===== src/rtl/control_d.sv =====
// control_d: decode-stage control unit for a five-stage RV32I pipeline.
// It decodes op/funct3/funct7b5 from IF/ID and drives ImmSrcD combinationally.
// All execute-side controls are captured in the ID/EX control register.
// That register clears on reset or on a hazard-unit flush.
module control_d (
  input  logic       clk,
  input  logic       reset,
  input  logic [6:0] op,
  input  logic [2:0] funct3,
  input  logic       funct7b5,
  input  logic       FlushE,
  output logic [1:0] ImmSrcD,
  output logic       RegWriteE,
  output logic [1:0] ResultSrcE,
  output logic       MemWriteE,
  output logic       JumpE,
  output logic       BranchE,
  output logic       ALUSrcE,
  output logic [2:0] ALUControlE,
  output logic       IllegalE
);

  localparam logic [6:0] OP_LW   = 7'b0000011;
  localparam logic [6:0] OP_SW   = 7'b0100011;
  localparam logic [6:0] OP_R    = 7'b0110011;
  localparam logic [6:0] OP_BEQ  = 7'b1100011;
  localparam logic [6:0] OP_IALU = 7'b0010011;
  localparam logic [6:0] OP_JAL  = 7'b1101111;

  localparam logic [1:0] ALUOP_ADD  = 2'b00;
  localparam logic [1:0] ALUOP_SUB  = 2'b01;
  localparam logic [1:0] ALUOP_FUNC = 2'b10;

  localparam logic [2:0] ALU_ADD = 3'b000;
  localparam logic [2:0] ALU_SUB = 3'b001;
  localparam logic [2:0] ALU_AND = 3'b010;
  localparam logic [2:0] ALU_OR  = 3'b011;
  localparam logic [2:0] ALU_SLT = 3'b101;

  logic       w_reg_write;
  logic [1:0] w_imm_src;
  logic       w_alu_src;
  logic       w_mem_write;
  logic [1:0] w_result_src;
  logic       w_branch;
  logic [1:0] w_alu_op;
  logic       w_jump;
  logic       w_illegal_op;
  logic [2:0] w_alu_control;
  logic       w_illegal_f3;
  logic       w_illegal;

  logic       r_reg_write;
  logic [1:0] r_result_src;
  logic       r_mem_write;
  logic       r_jump;
  logic       r_branch;
  logic       r_alu_src;
  logic [2:0] r_alu_control;
  logic       r_illegal;

  // Main decoder: opcode to datapath control fields. Unsupported opcodes decode to all zeros plus the illegal flag.
  always_comb begin
    // NOTE: every output gets a default first so no path through the case can infer a latch.
    w_reg_write  = 1'b0;
    w_imm_src    = 2'b00;
    w_alu_src    = 1'b0;
    w_mem_write  = 1'b0;
    w_result_src = 2'b00;
    w_branch     = 1'b0;
    w_alu_op     = ALUOP_ADD;
    w_jump       = 1'b0;
    w_illegal_op = 1'b0;
    case (op)
      OP_LW: begin
        w_reg_write  = 1'b1;
        w_alu_src    = 1'b1;
        w_result_src = 2'b01;
      end
      OP_SW: begin
        w_imm_src   = 2'b01;
        w_alu_src   = 1'b1;
        w_mem_write = 1'b1;
      end
      OP_R: begin
        w_reg_write = 1'b1;
        w_alu_op    = ALUOP_FUNC;
      end
      OP_BEQ: begin
        w_imm_src = 2'b10;
        w_branch  = 1'b1;
        w_alu_op  = ALUOP_SUB;
      end
      OP_IALU: begin
        w_reg_write = 1'b1;
        w_alu_src   = 1'b1;
        w_alu_op    = ALUOP_FUNC;
      end
      OP_JAL: begin
        w_reg_write  = 1'b1;
        w_imm_src    = 2'b11;
        w_result_src = 2'b10;
        w_jump       = 1'b1;
      end
      default: w_illegal_op = 1'b1;
    endcase
  end

  // ALU decoder: ALUOp plus function fields select the ALU operation. Unsupported funct3 values flag the instruction illegal.
  always_comb begin
    w_alu_control = ALU_ADD;
    w_illegal_f3  = 1'b0;
    case (w_alu_op)
      ALUOP_SUB:  w_alu_control = ALU_SUB;
      ALUOP_FUNC: begin
        case (funct3)
          3'b000:  w_alu_control = (op[5] & funct7b5) ? ALU_SUB : ALU_ADD;
          3'b010:  w_alu_control = ALU_SLT;
          3'b110:  w_alu_control = ALU_OR;
          3'b111:  w_alu_control = ALU_AND;
          default: w_illegal_f3  = 1'b1;
        endcase
      end
      default:    w_alu_control = ALU_ADD;
    endcase
  end

  assign w_illegal = w_illegal_op | w_illegal_f3;
  assign ImmSrcD   = w_imm_src;

  // ID/EX control register: reset wins over flush, and flush wins over load. An illegal instruction enters as a flagged bubble.
  always_ff @(posedge clk) begin
    if (reset || FlushE) begin
      r_reg_write   <= 1'b0;
      r_result_src  <= 2'b00;
      r_mem_write   <= 1'b0;
      r_jump        <= 1'b0;
      r_branch      <= 1'b0;
      r_alu_src     <= 1'b0;
      r_alu_control <= ALU_ADD;
      r_illegal     <= 1'b0;
    end else begin
      // NOTE: non-blocking assignments so every flop samples the pre-edge decode together.
      r_reg_write   <= w_reg_write & ~w_illegal;
      r_result_src  <= w_illegal ? 2'b00 : w_result_src;
      r_mem_write   <= w_mem_write & ~w_illegal;
      r_jump        <= w_jump & ~w_illegal;
      r_branch      <= w_branch & ~w_illegal;
      r_alu_src     <= w_alu_src & ~w_illegal;
      r_alu_control <= w_illegal ? ALU_ADD : w_alu_control;
      r_illegal     <= w_illegal;
    end
  end

  assign RegWriteE   = r_reg_write;
  assign ResultSrcE  = r_result_src;
  assign MemWriteE   = r_mem_write;
  assign JumpE       = r_jump;
  assign BranchE     = r_branch;
  assign ALUSrcE     = r_alu_src;
  assign ALUControlE = r_alu_control;
  assign IllegalE    = r_illegal;

endmodule

===== config.mk =====
export PLATFORM = sky130hd
export DESIGN_NAME = control_d
export DESIGN_NICKNAME = d
export VERILOG_FILES = /design/src/rtl/control_d.sv
export SDC_FILE = /design/constraint.sdc
export NUM_CORES = 1
export LEC_CHECK = 0
export BUFFER_PORTS_ARGS = -buffer_cell sky130_fd_sc_hd__buf_2
export CAP_MARGIN = 20
export CELL_PAD_IN_SITES_DETAIL_PLACEMENT = 0
export CELL_PAD_IN_SITES_GLOBAL_PLACEMENT = 1
export CORE_AREA = 4 4 47 49
export CTS_CLUSTER_DIAMETER = 200
export DETAILED_ROUTE_END_ITERATION = 10
export DIE_AREA = 0 0 51 53
export PLACE_DENSITY_LB_ADDON = 0.1
export SETUP_SLACK_MARGIN = 0.05
export SLEW_MARGIN = 0
export SYNTH_ARGS = -nofsm -noshare
export SYNTH_HDL_FRONTEND = slang
export SYNTH_SLANG_ARGS = --single-unit

===== constraint.sdc =====
create_clock -name clk -period 2.77 [get_ports clk]
set_clock_uncertainty 0.05 [all_clocks]
set_input_delay 0.554 -clock clk [delete_from_list [all_inputs] [get_ports clk]]
set_output_delay 0.554 -clock clk [all_outputs]
set_load 0.005 [all_outputs]

==> metrics.yaml, run 1 <==
worst_setup_path:
  slowest_stage: "and4bb_2"
  crit_path_end_kind: "output port"
  path_class: "in -> out"
  critPathBufInv: 2
  path_delay_family: "simple AND/OR/NAND/NOR gates"
  critPathMaxFanout: 5
  crit_arrival_ns: 1.44
  required_ns: 2.17
  path_common_cell: "buf_2"
  critical_path.startpoint_type: "input pin"
  max_stage_delay_ns: 0.33
  crit_chain: "buf_2 > and4bb_2 > nand2b_1 > a21oi_1 > buf_2"
layout:
  final_cells: 116
  design_area_um2: 748
  area_growth_pct: 32.0
  antenna_cells: 0
  fin_nets: 106
  layout-drive-gt1-share_pct: 36.0
routing:
  drc: 0
  vias: 542
  drt-vias-per-instance: 4.67
  firstDrtPassIters: 4
  avgRoutedWirePerCell_um: 11.2
  ant_nets: 0
  finalWirelength_um: 1300
  first_iter_violations: 10
logic_synthesis:
  yosysTopAreaCellShare_pct: 38.9
  synth_edf_count: 0
  post_synth.cell_area_avg_um2: 9.29
  yosys_warnings: 0
  syn-cell-area_um2: 567
  synth_top_area_cell: "dfxtp_1"
  syn_inst: 61
  synth_nets: 77
  synthFlopType: "dfxtp_1"
  ys_top_cells_by_area: "dfxtp_1 (39%), a2111oi_4 (4.9%), ha_1 (4.4%)"
  synth_common_cells: "dfxtp_1 (11), nor2_1 (5), nand2b_1 (4), nand3_1 (4), nor3_1 (4)"
  ys_ff_latch: 11
  netlist-cell-type-count: 32
  synth_seq_area_share_pct: 38.9
  async_flop_share_pct: 0
  synth_most_common_cell: "dfxtp_1"
grt:
  grt_max_degree: 12
  grt_pass1_vias: 490
  antenna_found_initial: 0
  grt_pass1_wl_um: 2100
  grtUsageTotal_pct: 10.3
  grt-ovfl-total: 0
sta:
  setup_viol: 0
  report.final.slew_viol_count: 0
  fmax_mhz: 489
  grt_setup_unrepaired: "no"
  post-route-period-util_pct: 73.9
  slew_headroom_pct: 67.4
  worst_slew_pin_slew_ns: 0.487
  min_period_ns: 2.05
  hold_viol_final: 0
  fin_setup_tns_ns: 0
die:
  die_w_um: 51
  dieArea_um2: 2700
  io_pins: 27
  start_util_pct: 30.4
  die_y_um: 53
  core_area_um2: 1860
  core.rowCount: 16
placed_design:
  dp_cells: 112
  place_congestion: 0.720
  portBuffers: 26
  dp_hpwl_um: 1060
  post_dp_cell_area_um2: 722
min_path:
  min_path_type: "in -> reg"
clock_network:
  post-cts-setup-buffers: 0
  postCtsHoldBufs: 0
  numCtsBuffers: 3
  clock-root-buffer: "clkbuf_4"
  cts.clk_slew.worst_paths_ns: 0.06
  cts.path.max_buffers: 2
  h-tree-depth: 1
  cts.sinks: 11
  cts_tree: "done"
  post_cts_resized: 0
pwr:
  ir_drop_mv: 0.124
  cellPowerDensity_nw_per_um2: 399
  p_leak_nw: 0.333
  finalPower_mw: 0.298
run_status:
  status: "finished clean"
run:
  drv_cap: 0
layer usage:
layer | share of wire, % | GRT usage (%) | vias up | routed length [um]
met5 | 0 | 0 | - | 0
met4 | 1.8 | 8.07 | 0 | 24
met3 | 6.9 | 1.69 | 2 | 89
met2 | 45 | 16.3 | 26 | 587
met1 | 46 | 12.4 | 235 | 597
li1 | - | - | 279 | -
sequential cells by signal (all words and copies together), names as in the netlist:
register	count
ALUControlE	3
ALUSrcE	1
BranchE	1
IllegalE	1
JumpE	1
MemWriteE	1
RegWriteE	1
ResultSrcE	2
layout by cell type (no fill, tap or decap), types with 2 or more instances in the layout:
cell type and count:
inv_1 2, nand2b_1 4, nand2_1 2, nor3_1 4
nor2b_1 2, ha_1 2, nor4_1 2, clkbuf_4 3
nand3_1 4, dfxtp_1 11, and2_1 2, nor2_1 5
buf_2 26
metrics by stage:
stage / utilization (%) / hold WS [ns] / worst slack [ns]
floorplan: - / 0.616 / 0.784
global placement: 38.8 / 0.766 / 0.496
detailed placement: 38.8 / 0.761 / 0.552
CTS: 40.2 / 0.473 / 0.740
global route: 40.2 / 0.502 / 0.598
finish: 40.2 / 0.481 / 0.723
worst paths after layout:
kind | startpoint | cells after the start | to | slack [ns]
setup / recovery | op[3] | 5 | ImmSrcD[0] | 0.72
hold / removal | reset | 3 | IllegalE | 0.48
power breakdown:
group | internal (mW) | switching, mW | leakage [nW]
combinational | 0.0155 | 0.0189 | 0.229
sequential | 0.159 | 0.000195 | 0.0888
clock | 0.0557 | 0.0487 | 0.0150
area by class of cell:
cell class                      instances  area [um2]
Sequential cell                        11         220
Multi-Input combinational cell         46         330
Tap cell                               27        33.8
Timing Repair Buffer                   26         130
Inverter                                2        7.51
Clock buffer                            4        26.3
Fill cell                             200        1110
kinds of logic (layout without fill, tap and decap cells):
| group | Yosys count | after routing | share of synthesized area (%) |
|---|---|---|---|
| adder cells (fa/ha/maj) | 2 | 2 | 4.41 |
| AO/OA/AOI/OAI | 11 | 11 | 19.0 |
| flip-flops | 11 | 11 | 38.9 |
| buffers and inverters | 4 | 32 | 2.87 |
| AND/OR/NAND/NOR | 33 | 33 | 34.9 |
Power figures use the tool's default switching activity.
==> inputs of run 2 (changes only) <==
CORE_AREA = 4 4 50 52   (was 4 4 47 49)
DIE_AREA = 0 0 54 56   (was 0 0 51 53)
clock period = 1.75 ns   (was 2.77 ns; I/O delays follow)
==> run 2 against run 1 <==
Compared with the run above:
- first-iteration DRC count shrank 70%
- critical path depth grew 1
- clock power grew 55%
- count of clock-buffer cells in the layout is the same
- highest routed layer unchanged
==> metrics.yaml, run 2 (synthesis gave the netlist of run 1 again) <==
run_status:
  status: "finished clean"
pwr:
  swShare_pct: 22.2
  seq_power_share_pct: 51.4
  ir_drop_mv: 0.231
  cellPowerDensity_nw_per_um2: 544
  finalPower_mw: 0.491
  pwr-share-clk_pct: 32.9
  p_sw_mw: 0.109
  p_leak_nw: 0.409
  p_comb_share_pct: 15.7
  intPower_mw: 0.382
routing:
  drc: 0
  drt-vias-per-instance: 4.42
  vias: 583
  avgRoutedWirePerCell_um: 10.5
  ant_nets: 0
  firstDrtPassIters: 2
  finalWirelength_um: 1390
  first_iter_violations: 3
worst_setup_path:
  crit_path_end_kind: "output port"
  critical_path.startpoint_type: "input pin"
  critPathMaxFanout: 4
  required_ns: 1.35
  path_class: "in -> out"
  crit_arrival_ns: 1.27
die:
  die_w_um: 54
  io_pins: 27
  start_util_pct: 26.9
  core_area_um2: 2110
  core.rowCount: 17
  dieArea_um2: 3020
  die_y_um: 56
layout:
  final_cells: 132
  area_growth_pct: 59.2
  layout-drive-gt1-share_pct: 50.0
  fillers: 233
  largest_register_ffs: 3
  final_common_cell: "buf_2"
  fin_nets: 121
  antenna_cells: 0
  final_cell_mix: "buf_2 (26), buf_4 (14), dfxtp_1 (11)"
run:
  drv_cap: 0
clock_network:
  cts.clk_slew.worst_paths_ns: 0.06
  cts.sinks: 11
  cts.path.max_buffers: 2
  h-tree-depth: 1
  numCtsBuffers: 3
  clock-root-buffer: "clkbuf_4"
  cts_tree: "done"
  post-cts-setup-buffers: 0
placed_design:
  dp_hpwl_um: 1200
  portBuffers: 26
  place_ws_ns: -0.217
  dp_cells: 128
  place_congestion: 0.660
sta:
  hold_viol_final: 0
  post-route-period-util_pct: 95.5
  worst_slew_pin_slew_ns: 0.284
  fin_ws_ns: 0.0796
  setup_viol: 0
  grt_setup_unrepaired: "yes"
  slew_headroom_pct: 80.8
  fmax_mhz: 599
  whs_ns: 0.287
  report.final.slew_viol_count: 0
  min_period_ns: 1.67
grt:
  grtUsageTotal_pct: 9.85
  grt_pass1_wl_um: 2210
  grt_max_degree: 11
  grt_pass1_vias: 537
  grt-ovfl-total: 0
  antenna_found_initial: 0
min_path:
  hold_depth: 3
  min_path_type: "in -> reg"
run 2: through the flow:
step	cell area [um2]	util, %	TNS [ns]
3_5_place_dp	868	41.2	-0.603
6_report	902	42.8	0
4_1_cts	895	42.5	0
2_1_floorplan	588	-	0
5_1_grt	902	42.8	0
3_3_place_gp	868	41.2	-0.562
run 2: metal layers:
metal | GRT usage [%] | up-vias | share of wire [%]
met5 | 0 | - | 0
met4 | 6.41 | 0 | 1.0
met3 | 2.41 | 2 | 6.6
met2 | 14.2 | 16 | 45
met1 | 12.6 | 253 | 48
li1 | - | 312 | -
run 2: path summary, 6_finish.rpt:
kind | startpoint | to
max | op[2] | ImmSrcD[0]
min | reset | IllegalE
run 2: critical path, cell delays in order:
cell and delay [ns]:
buf_2 0.11, and4bb_2 0.31, buf_4 0.12, nand2b_1 0.12, a21oi_2 0.14, buf_2 0.12
run 2: area by class of cell:
type,count,area (um2),share of cell area [%]
Sequential cell,11,220,24.4
Inverter,2,7.51,0.832
Timing Repair Buffer,41,255,28.3
Multi-Input combinational cell,46,358,39.7
Clock buffer,4,26.3,2.91
Tap cell,28,35.0,3.88
run 2: repair_timing:
| action | CTS | global route |
|---|---|---|
| resized for setup | 1 | 3 |
| endpoints found under the setup margin | 1 | 3 |
| hold buffers | 0 | 0 |
run 2: power by group through the flow:
stage | registers, mW | logic [mW] | clock network [mW]
6_report | 0.252 | 0.0770 | 0.161
5_1_grt | 0.252 | 0.0849 | 0.183
4_1_cts | 0.252 | 0.0767 | 0.168
3_5_place_dp | 0.258 | 0.0764 | 0
3_3_place_gp | 0.258 | 0.0759 | 0
2_1_floorplan | 0.258 | 0.0284 | 0
